$ cat src/rtl/seat_pkg.sv
// Shared types and sizing for the seat-table read responder.
package seat_pkg;

    localparam int unsigned N_SEATS = 32;
    localparam int unsigned IDX_W   = 5;
    localparam int unsigned SNO_W   = 32;
    localparam int unsigned TIME_W  = 11;
    localparam int unsigned CNT_W   = 6;

    typedef enum logic [1:0] {
        ST_FREE     = 2'd0,
        ST_OCCUPIED = 2'd1,
        ST_HOLD     = 2'd2,
        ST_BANNED   = 2'd3
    } seat_state_e;

    typedef enum logic [1:0] {
        OP_SINGLE = 2'd0,
        OP_SCAN   = 2'd1,
        OP_FIND   = 2'd2,
        OP_RSVD   = 2'd3
    } rd_op_e;

    typedef enum logic [1:0] {
        S_IDLE = 2'd0,
        S_RD   = 2'd1,
        S_WAIT = 2'd2,
        S_EMIT = 2'd3
    } rd_fsm_e;

    typedef struct packed {
        logic [IDX_W-1:0]  seat;
        seat_state_e       state;
        logic [SNO_W-1:0]  sno;
        logic [TIME_W-1:0] remain;
        logic              found;
        logic              last;
    } rsp_payload_t;

endpackage

$ cat src/rtl/seat_status_reader_if.sv
// Request/response handshake bundle between a kiosk/display client and the reader.
interface seat_status_reader_if;
    import seat_pkg::*;

    logic              req_valid;
    logic              req_ready;
    logic [1:0]        req_op;
    logic [IDX_W-1:0]  req_seat;
    logic [SNO_W-1:0]  req_student;

    logic              rsp_valid;
    logic              rsp_ready;
    logic [IDX_W-1:0]  rsp_seat;
    logic [1:0]        rsp_state;
    logic [SNO_W-1:0]  rsp_sno;
    logic [TIME_W-1:0] rsp_remain;
    logic              rsp_found;
    logic              rsp_last;

    modport master (
        output req_valid, req_op, req_seat, req_student, rsp_ready,
        input  req_ready, rsp_valid, rsp_seat, rsp_state, rsp_sno,
               rsp_remain, rsp_found, rsp_last
    );

    modport slave (
        input  req_valid, req_op, req_seat, req_student, rsp_ready,
        output req_ready, rsp_valid, rsp_seat, rsp_state, rsp_sno,
               rsp_remain, rsp_found, rsp_last
    );

endinterface

$ cat src/rtl/seat_remain_calc.sv
// Minutes left before auto-return; only occupied seats have a nonzero remainder.
module seat_remain_calc
    import seat_pkg::*;
(
    input  seat_state_e       state,
    input  logic [TIME_W-1:0] seat_time,
    input  logic [TIME_W-1:0] t_now,
    input  logic [TIME_W-1:0] limit,
    output logic [TIME_W-1:0] remain_c
);

    logic [TIME_W-1:0] elapsed;

    // Subtraction wraps across midnight by construction of the width.
    always_comb begin
        elapsed  = t_now - seat_time;
        remain_c = '0;
        if (state == ST_OCCUPIED && elapsed < limit) begin
            remain_c = limit - elapsed;
        end
    end

endmodule

$ cat src/rtl/seat_status_reader.sv
// Read-only responder for the seat table: single-seat, full-scan and find-by-student queries.
module seat_status_reader
    import seat_pkg::*;
(
    input  logic                clk_rd,
    input  logic                rst_n_rd,
    seat_status_reader_if.slave bus,
    input  logic [TIME_W-1:0]   time_now,
    input  logic [TIME_W-1:0]   limit_time,
    output logic                tbl_en,
    output logic [IDX_W-1:0]    tbl_addr,
    input  logic [1:0]          tbl_state,
    input  logic [SNO_W-1:0]    tbl_sno,
    input  logic [TIME_W-1:0]   tbl_time,
    output logic [CNT_W-1:0]    free_cnt
);

    rd_fsm_e           state_q, state_d;
    rd_op_e            op_q, op_d;
    logic [SNO_W-1:0]  stu_q, stu_d;
    logic [TIME_W-1:0] now_q, now_d;
    logic [TIME_W-1:0] lim_q, lim_d;
    logic [IDX_W-1:0]  idx_q, idx_d;
    logic              skip_q, skip_d;
    logic [CNT_W-1:0]  cnt_q, cnt_d;
    logic [CNT_W-1:0]  free_q, free_d;
    rsp_payload_t      rsp_q, rsp_d;
    logic              rsp_valid_q, rsp_valid_d;
    logic              req_ready_q, req_ready_d;
    logic              tbl_en_q, tbl_en_d;
    logic [IDX_W-1:0]  tbl_addr_q, tbl_addr_d;

    logic [TIME_W-1:0] remain_c;
    logic              last_idx_c;
    rsp_payload_t      hit_c, miss_c;

    seat_remain_calc u_remain (
        .state     (seat_state_e'(tbl_state)),
        .seat_time (tbl_time),
        .t_now     (now_q),
        .limit     (lim_q),
        .remain_c  (remain_c)
    );

    assign last_idx_c = (idx_q == IDX_W'(N_SEATS - 1));

    always_comb begin
        hit_c        = '0;
        hit_c.seat   = idx_q;
        hit_c.state  = seat_state_e'(tbl_state);
        hit_c.sno    = tbl_sno;
        hit_c.remain = remain_c;
        hit_c.found  = 1'b1;
        hit_c.last   = 1'b1;
        miss_c       = '0;
        miss_c.last  = 1'b1;
    end

    // Next-state and next-output logic.
    always_comb begin
        state_d     = state_q;
        op_d        = op_q;
        stu_d       = stu_q;
        now_d       = now_q;
        lim_d       = lim_q;
        idx_d       = idx_q;
        skip_d      = skip_q;
        cnt_d       = cnt_q;
        free_d      = free_q;
        rsp_d       = rsp_q;
        rsp_valid_d = rsp_valid_q;
        req_ready_d = req_ready_q;
        tbl_en_d    = 1'b0;
        tbl_addr_d  = tbl_addr_q;

        case (state_q)
            S_IDLE: begin
                if (bus.req_valid) begin
                    op_d        = rd_op_e'(bus.req_op);
                    stu_d       = bus.req_student;
                    now_d       = time_now;
                    lim_d       = limit_time;
                    cnt_d       = '0;
                    req_ready_d = 1'b0;
                    idx_d       = '0;
                    skip_d      = 1'b0;
                    case (rd_op_e'(bus.req_op))
                        OP_SINGLE: idx_d  = bus.req_seat;
                        OP_SCAN:   idx_d  = '0;
                        OP_FIND:   skip_d = (bus.req_student == '0);
                        default:   skip_d = 1'b1;
                    endcase
                    // Degenerate requests pass through WAIT without a table access.
                    if (skip_d) begin
                        state_d = S_WAIT;
                    end else begin
                        state_d    = S_RD;
                        tbl_en_d   = 1'b1;
                        tbl_addr_d = idx_d;
                    end
                end
            end
            S_RD: begin
                state_d = S_WAIT;
            end
            S_WAIT: begin
                if (skip_q) begin
                    rsp_d       = miss_c;
                    rsp_valid_d = 1'b1;
                    state_d     = S_EMIT;
                end else if (op_q == OP_FIND && tbl_sno != stu_q) begin
                    if (last_idx_c) begin
                        rsp_d       = miss_c;
                        rsp_valid_d = 1'b1;
                        state_d     = S_EMIT;
                    end else begin
                        idx_d      = idx_q + IDX_W'(1);
                        tbl_en_d   = 1'b1;
                        tbl_addr_d = idx_d;
                        state_d    = S_RD;
                    end
                end else begin
                    rsp_d      = hit_c;
                    rsp_d.last = (op_q != OP_SCAN) || last_idx_c;
                    if (op_q == OP_SCAN && seat_state_e'(tbl_state) == ST_FREE) begin
                        cnt_d = cnt_q + CNT_W'(1);
                    end
                    rsp_valid_d = 1'b1;
                    state_d     = S_EMIT;
                end
            end
            S_EMIT: begin
                if (bus.rsp_ready) begin
                    rsp_valid_d = 1'b0;
                    if (rsp_q.last) begin
                        req_ready_d = 1'b1;
                        state_d     = S_IDLE;
                        if (op_q == OP_SCAN) begin
                            free_d = cnt_q;
                        end
                    end else begin
                        idx_d      = idx_q + IDX_W'(1);
                        tbl_en_d   = 1'b1;
                        tbl_addr_d = idx_d;
                        state_d    = S_RD;
                    end
                end
            end
            default: begin
                state_d = S_IDLE;
            end
        endcase
    end

    // State and output registers.
    always_ff @(posedge clk_rd or negedge rst_n_rd) begin
        if (!rst_n_rd) begin
            state_q     <= S_IDLE;
            op_q        <= OP_SINGLE;
            stu_q       <= '0;
            now_q       <= '0;
            lim_q       <= '0;
            idx_q       <= '0;
            skip_q      <= 1'b0;
            cnt_q       <= '0;
            free_q      <= '0;
            rsp_q       <= '0;
            rsp_valid_q <= 1'b0;
            req_ready_q <= 1'b1;
            tbl_en_q    <= 1'b0;
            tbl_addr_q  <= '0;
        end else begin
            state_q     <= state_d;
            op_q        <= op_d;
            stu_q       <= stu_d;
            now_q       <= now_d;
            lim_q       <= lim_d;
            idx_q       <= idx_d;
            skip_q      <= skip_d;
            cnt_q       <= cnt_d;
            free_q      <= free_d;
            rsp_q       <= rsp_d;
            rsp_valid_q <= rsp_valid_d;
            req_ready_q <= req_ready_d;
            tbl_en_q    <= tbl_en_d;
            tbl_addr_q  <= tbl_addr_d;
        end
    end

    assign bus.req_ready  = req_ready_q;
    assign bus.rsp_valid  = rsp_valid_q;
    assign bus.rsp_seat   = rsp_q.seat;
    assign bus.rsp_state  = rsp_q.state;
    assign bus.rsp_sno    = rsp_q.sno;
    assign bus.rsp_remain = rsp_q.remain;
    assign bus.rsp_found  = rsp_q.found;
    assign bus.rsp_last   = rsp_q.last;
    assign tbl_en         = tbl_en_q;
    assign tbl_addr       = tbl_addr_q;
    assign free_cnt       = free_q;

endmodule

$ cat src/flat_wrapper.sv
// flat-port wrapper written by rule: the top's interface ports become plain ports
module seat_status_reader_flat import seat_pkg::*;
  (clk_rd, rst_n_rd, time_now, limit_time, tbl_en, tbl_addr, tbl_state, tbl_sno, tbl_time, free_cnt, bus_req_valid, bus_req_op, bus_req_seat, bus_req_student, bus_rsp_ready, bus_req_ready, bus_rsp_valid, bus_rsp_seat, bus_rsp_state, bus_rsp_sno, bus_rsp_remain, bus_rsp_found, bus_rsp_last);
  seat_status_reader_if bus_i ();
  input  logic clk_rd;
  input  logic rst_n_rd;
  input  logic [TIME_W-1:0] time_now;
  input  logic [TIME_W-1:0] limit_time;
  output logic tbl_en;
  output logic [IDX_W-1:0] tbl_addr;
  input  logic [1:0] tbl_state;
  input  logic [SNO_W-1:0] tbl_sno;
  input  logic [TIME_W-1:0] tbl_time;
  output logic [CNT_W-1:0] free_cnt;
  input wire logic [$bits(bus_i.req_valid)-1:0] bus_req_valid;
  input wire logic [$bits(bus_i.req_op)-1:0] bus_req_op;
  input wire logic [$bits(bus_i.req_seat)-1:0] bus_req_seat;
  input wire logic [$bits(bus_i.req_student)-1:0] bus_req_student;
  input wire logic [$bits(bus_i.rsp_ready)-1:0] bus_rsp_ready;
  output wire logic [$bits(bus_i.req_ready)-1:0] bus_req_ready;
  output wire logic [$bits(bus_i.rsp_valid)-1:0] bus_rsp_valid;
  output wire logic [$bits(bus_i.rsp_seat)-1:0] bus_rsp_seat;
  output wire logic [$bits(bus_i.rsp_state)-1:0] bus_rsp_state;
  output wire logic [$bits(bus_i.rsp_sno)-1:0] bus_rsp_sno;
  output wire logic [$bits(bus_i.rsp_remain)-1:0] bus_rsp_remain;
  output wire logic [$bits(bus_i.rsp_found)-1:0] bus_rsp_found;
  output wire logic [$bits(bus_i.rsp_last)-1:0] bus_rsp_last;
  assign bus_i.req_valid = bus_req_valid;
  assign bus_i.req_op = bus_req_op;
  assign bus_i.req_seat = bus_req_seat;
  assign bus_i.req_student = bus_req_student;
  assign bus_i.rsp_ready = bus_rsp_ready;
  assign bus_req_ready = bus_i.req_ready;
  assign bus_rsp_valid = bus_i.rsp_valid;
  assign bus_rsp_seat = bus_i.rsp_seat;
  assign bus_rsp_state = bus_i.rsp_state;
  assign bus_rsp_sno = bus_i.rsp_sno;
  assign bus_rsp_remain = bus_i.rsp_remain;
  assign bus_rsp_found = bus_i.rsp_found;
  assign bus_rsp_last = bus_i.rsp_last;
  seat_status_reader u_core (.clk_rd(clk_rd), .rst_n_rd(rst_n_rd), .bus(bus_i), .time_now(time_now), .limit_time(limit_time), .tbl_en(tbl_en), .tbl_addr(tbl_addr), .tbl_state(tbl_state), .tbl_sno(tbl_sno), .tbl_time(tbl_time), .free_cnt(free_cnt));
endmodule
$ cat config.mk
export PLATFORM = sky130hd
export DESIGN_NAME = seat_status_reader_flat
export DESIGN_NICKNAME = d
export VERILOG_FILES = /design/src/rtl/seat_pkg.sv /design/src/rtl/seat_status_reader_if.sv /design/src/rtl/seat_remain_calc.sv /design/src/rtl/seat_status_reader.sv /design/src/flat_wrapper.sv
export SDC_FILE = /design/constraint.sdc
export NUM_CORES = 1
export LEC_CHECK = 0
export CORE_UTILIZATION = 44
export CTS_CLUSTER_SIZE = 24
export DETAILED_ROUTE_END_ITERATION = 16
export PLACE_DENSITY = 0.77
export SLEW_MARGIN = 20
export SYNTH_ARGS = -nofsm -noshare
export SYNTH_HDL_FRONTEND = slang
export SYNTH_SLANG_ARGS = --single-unit
$ cat constraint.sdc
create_clock -name clk_rd -period 3.4 [get_ports clk_rd]
set_input_delay 0.68 -clock clk_rd [delete_from_list [all_inputs] [get_ports clk_rd]]
set_output_delay 0.68 -clock clk_rd [all_outputs]
set_load 0.005 [all_outputs]
Yosys cells after proc, flatten, opt, wreduce, memory -nomap -nowiden
Index checks and enable logic that the tools add are counted.

Register bits after elaboration: 136. Bits in latches: 0. Memory bits (writable): 0. Bits in read-only memories: 0. Logic and storage cells: 117. Memories: 0.

Add/subtract/negate cells: 4. Multipliers: 0. Div/mod/pow operators: 0. $lt $le $gt $ge: 1. Equal/unequal tests: 23. Shift operators: 0. Mux-type cells: 48. Bitwise logic cells: 0. Reductions and logical operators: 22.

Operator list (number): 2-to-1 mux 52 bit (3); 2-to-1 mux 5 bit (9); zero test 32 bit (1); != test 32 bit (1); case mux 5 bit (3 select lines) (2); 2-to-1 mux 6 bit (4); subtractor 11 bit (2); 2-to-1 mux 1 bit (17); != test 2 bit, second input constant (7); 2-to-1 mux 2 bit (6); case mux 6 bit (2 select lines) (1); < comparator 11 bit (1); 2-to-1 mux 11 bit (1); == test 2 x 1 -> 1 bit, second input constant (4); == test 2 bit, second input constant (4); != test 2 x 1 -> 1 bit, second input constant (4); case mux 2 bit (4 select lines) (1); AND reduction 4 bit (2); AND reduction 8 bit (1); AND reduction 7 bit (1); adder 6 x 1 -> 6 bit, second input constant (1); zero test 2 bit (3); case mux 1 bit (2 select lines) (3); AND reduction 2 bit (3); other kinds (12) (16).

Logic depth before layout (Yosys ltp)
Gate-level depths: netlist (run 1).

Word-level depth: 8. Depth in mapped cells: 18. Mapped depth without buffers: 17.

Modules after synthesis
Synthesis (run 1) repeated with hierarchy kept, for this count alone.

Cells, all modules: 874. Area total of the unflattened synthesis: 7966.4 um^2.

By module, submodules not included: seat_status_reader (instances 1, cells an instance 711, area an instance 6761.5 um^2, seq. area each 3404.5 um^2); seat_remain_calc (instances 1, cells an instance 163, area an instance 1204.9 um^2, seq. area each 0.0 um^2).

Worst setup path before layout (run 1)
OpenSTA, ideal clock, no wires.

Path type: input -> register. Start: input port tbl_time[0]. End: register u_core.rsp_q (netlist bit u_core.bus.rsp_remain[0]). Setup time: 0.121 ns. Arrival: 3.559 ns. Required time: 3.279 ns. Path slack: -0.280 ns. Stages: 17. Path through: ha_1 > inv_1 > fa_1 > a21o_1 > a21oi_1 > o211ai_1 > a31o_2 > a21oi_1 > xnor2_1 > ha_1 > a21oi_1 > o21ai_0 > nor3_1 > a21oi_1 > and3_1 > buf_2 > a22o_1.

Word-level cells in the longest chain between the ends: 6.

Ends and longest elaborated chain: start, declared (RTL line flat_wrapper.sv:13) `input logic [TIME_W-1:0] tbl_time;`; subtractor 11 bit * (RTL line seat_remain_calc.sv:16) `elapsed = t_now - seat_time;`; < comparator 11 bit (RTL line seat_remain_calc.sv:18) `if (state == ST_OCCUPIED && elapsed < limit) begin`; logical AND 1 bit (RTL line seat_remain_calc.sv:18); 2-to-1 mux 11 bit * (RTL line seat_remain_calc.sv:18); 2-to-1 mux 52 bit * (RTL line seat_status_reader.sv:111) `end else if (op_q == OP_FIND && tbl_sno != stu_q) begin`; 2-to-1 mux 52 bit * (RTL line seat_status_reader.sv:107) `if (skip_q) begin`; end signal, assigned (RTL line seat_status_reader.sv:182) `rsp_q <= rsp_d;`; end, declared (RTL line seat_status_reader.sv:27) `rsp_payload_t rsp_q, rsp_d;`.

Mark *: on every way between the ends. The rest lies on a longest branch, timed or not. A chain may end at the register's enable or synchronous reset.

Worst setup path after layout (run 1)
Start: input port tbl_time[3]. End: register u_core.rsp_q (netlist bit u_core.bus.rsp_remain[9]).

The elaborated chain is that of the path after synthesis.

==> impl_metrics.toml, run 1 <==
[yosys]
synth.cell_area_sq_um = 6746
synth_top_cell_area_share = 0.5007
synth-seq-cells = 136
postSynthCellCount = 583
ys.flop_type = "dfrtp_1"
yosys_warnings = 0
synth_cell_type_count = 57
ys_async_sr_fraction = 1.000
yosysSeqAreaShare = 0.5046
synth_nets = 719
synth_edf_count = 0
yosysTopAreaCell = "dfrtp_1"
syn_avg_cell_area_sq_um = 11.57
synth_area_leaders = "dfrtp_1, mux2_2, a22o_1"

[clocking]
cts-root-buf = "clkbuf_16"
worstSkewPairLatency_ns = 0.43
cts.path.max_buffers = 2
cts_tree = "yes"
ctsHoldBuffers = 0
clk_pin_slew_ns = 0.06
clock-sinks = 136
cts_buffers = 17
cts_htree_levels = 4

[setup_path]
cp-start-kind = "input pin"
path_class = "in2reg"
cpPeakStageDelay_ns = 0.45
path_max_fanout = 5
cp-end-kind = "flip-flop"
crit_slowest_cell = "clkdlybuf4s50_1"
cp_data_arrival_time_ns = 3.69
path_cells = "clkdlybuf4s50_1 -> inv_1 -> ha_1 -> o211ai_1 -> nand3_2 -> a2111oi_4 -> a311oi_4 -> ha_4 -> mux2_4 -> a221o_1 -> a211o_1 -> a22o_1"
required_ns = 3.71

[finish]
layout.nets = 943
stdcell_area_sq_um = 9803
drive_above_1_share = 0.2280
final_cells = 1004
syn_to_final_growth_pct = 45.31
postLayoutCoreUtil = 0.6644
antenna_cells = 0

[global_routing]
globalRoute.busiestLayer = "met2"
grt_remaining_overflow = 0
antenna_found_initial = 0
grt_pass1_vias = 5949
grt_use_met1 = 0.2834
grt_max_degree = 95
grt_usage = 0.2372
grt_pass1_wl_um = 29360
grt_util_met2 = 0.4069
grtUsageMet3 = 0.06967

[min_path]
min_path_type = "in2async"

[timing]
slew_violations = 0
finClkSkew_ns = 0.01366
fin_crit_sh = 0.9949
relSlewSlack = 0.4440
fmax_mhz = 295.6
worstMarginPinSlew_ns = 0.8340
hold_violations = 0
setup_viol = 0
min_period_ns = 3.383
rsz0062_at_grt = "yes"

[floorplan]
die_area_sq_um = 15830
num_rows = 44
start_util = 0.4573
pin_count = 176
die_w_um = 125.8
core_sq_um = 14750
die_h_um = 125.8

[power]
combinationalPowerShare = 0.546
p_sw_frac = 0.3641
power.internal_mw = 6.598
switchingPower_mw = 3.778
ir_drop_v = 0.0005622
seq_power_share = 0.278
clockPowerShare = 0.176
p_leak_nw = 4.299
p_per_area_nw_per_um2 = 1058

[place]
routabilityCongestion = 0.8858
placed_cells_incl_taps = 967
place_area_sq_um = 9046
hpwlAfterDp_um = 13260
port-buffer-count = 175

[routing]
vias = 5489
drcViolationCount = 0
postRouteAntennaNets = 0
routed_via_density = 5.467
wl_um = 17820
drt_iter0_drc = 260
drt_first_pass_iters = 4
wire_per_inst_um = 17.75

[run_status]
outcome = "finished, final reports clean"

[job]
drv_cap = 0
[kinds of logic (layout without fill, tap and decap cells)]
logic type               count (synthesis)  count (layout)  share of synthesized area
AND/OR/NAND/NOR                        136             137                     0.1007
buffers and inverters                   49             285                    0.03153
flip-flops                             136             136                     0.5046
adder cells (fa/ha/maj)                 26              26                    0.05045
AO/OA/AOI/OAI                          119             119                     0.1367
multiplexers                            66              66                     0.1098
XOR/XNOR                                51              51                    0.06621
[synthesized netlist by cell type, drive strengths merged, types with 7 or more instances]
cell type  count
buf           17
nor4          18
xor2          42
clkbuf         7
ha            24
nand4          8
dfrtp        135
o21ai         20
nor2          32
xnor2          9
mux2          64
a22o          49
nor2b         11
a21oi         12
inv           25
o21a           7
nor3          14
nand2         33
[worst paths after layout]
check                           cells past startpoint  slack (ns)                           start                                   end
worst max-delay path                               12        0.02                     tbl_time[3]  u_core.bus.rsp_remain[9]$_DFFE_PN0P_
worst min-delay path                                1        0.31                        rst_n_rd    u_core.bus.rsp_sno[31]$_DFFE_PN0P_
min in group clk_rd                                 1        0.49  u_core.tbl_addr[1]$_DFFE_PN0P_        u_core.tbl_addr[1]$_DFFE_PN0P_
worst max register to register                     12        0.04     u_core.now_q[1]$_DFFE_PN0P_  u_core.bus.rsp_remain[9]$_DFFE_PN0P_
worst min register to register                      1        0.49  u_core.tbl_addr[1]$_DFFE_PN0P_        u_core.tbl_addr[1]$_DFFE_PN0P_
max in group asynchronous                           2        2.20                        rst_n_rd    u_core.bus.rsp_sno[14]$_DFFE_PN0P_
[layout by cell type, fill, tap and decap left out, types with 3 or more instances in the layout]
master	netlist	routed
a21oi_1	12	8
a21oi_2	0	4
a22o_1	49	49
a32o_1	6	6
and3_1	6	5
buf_4	1	51
clkbuf_16	0	17
clkdlybuf4s50_1	0	171
clkinvlp_4	0	6
dfrtp_1	135	134
ha_1	24	18
ha_4	0	6
inv_1	25	20
inv_2	0	3
mux2_2	62	61
nand2_1	33	32
nand3_1	6	5
nand4_1	8	8
nor2_1	31	30
nor2b_1	11	11
nor3_1	13	11
nor4_1	18	17
o21a_1	7	7
o21ai_0	19	18
xnor2_1	9	8
xor2_1	42	42
[timing repair]
item | in CTS | in global routing
setup endpoints to repair | 11 | 11
cloned | 1 | 0
setup buffers | 2 | 2
gates resized for setup | 17 | 18
pin swaps | 17 | 27
[power by group through the flow]
| stage | Sequential (mW) | Clock, mW | Combinational (mW) |
|---|---|---|---|
| finish | 2.88 | 1.83 | 5.67 |
| global route | 2.97 | 1.94 | 6.19 |
| floorplan | 2.72 | 0 | 3.30 |
| detailed placement | 2.87 | 0 | 5.34 |
| global placement | 2.84 | 0 | 5.11 |
| CTS | 2.87 | 1.85 | 5.47 |
[flip-flops by register name, summed over array words and instances (netlist names), 5 cells and up]
name,flops
u_core.stu_q,32
u_core.idx_q,5
u_core.tbl_addr,5
u_core.bus.rsp_remain,11
u_core.free_cnt,6
u_core.lim_q,11
u_core.bus.rsp_sno,32
u_core.now_q,11
u_core.cnt_q,6
u_core.bus.rsp_seat,5
[per-stage QoR]
stage / power, mW / hold WS, ns / setup slack (ns) / setup TNS [ns]
after floorplan: 6.022 / 0.3844 / -0.03796 / -0.3619
after global placement: 7.957 / 0.4903 / -0.7372 / -7.579
after detailed placement: 8.209 / 0.4845 / -0.9554 / -9.969
after CTS: 10.19 / 0.3657 / -0.01637 / -0.01637
after global routing: 11.09 / 0.3905 / -0.1545 / -1.182
final: 10.38 / 0.3092 / 0.01729 / 0
[layer usage]
| metal | vias to the layer above | part of all wire |
|---|---|---|
| li1 | 2570 | - |
| met1 | 2715 | 0.42 |
| met2 | 175 | 0.50 |
| met3 | 29 | 0.065 |
| met4 | 0 | 0.019 |
| met5 | - | 0 |
[area by class of cell]
type / instances / area [sq um]
fillers: 1118 / 4951
flip-flops and latches: 136 / 3406
multi-input cells: 399 / 3323
repair buffers: 228 / 2156
clock buffers: 18 / 439.2
well taps: 184 / 230.2
clock inverters: 14 / 150.1
inverters: 25 / 98.84
[worst max-delay path, delay by kind of cell]
family / cells / cell delay (ns)
AO/OA/AOI/OAI: 6 / 1.40
adder cells (fa/ha/maj): 2 / 0.64
buffers and inverters: 2 / 0.49
multiplexers: 1 / 0.29
AND/OR/NAND/NOR: 1 / 0.17
Note: power is estimated with default switching activity, not from simulation.
==> run 2, diff against run 1 <==
--- a/config.mk
+++ b/config.mk
@@ -6,6 +6,7 @@
 export NUM_CORES = 1
 export LEC_CHECK = 0
 export CORE_UTILIZATION = 44
+export CTS_CLUSTER_DIAMETER = 60
 export CTS_CLUSTER_SIZE = 24
 export DETAILED_ROUTE_END_ITERATION = 16
 export PLACE_DENSITY = 0.77
==> results of run 2 <==
Final layout, timing and power as in run 1 (identical DEF).
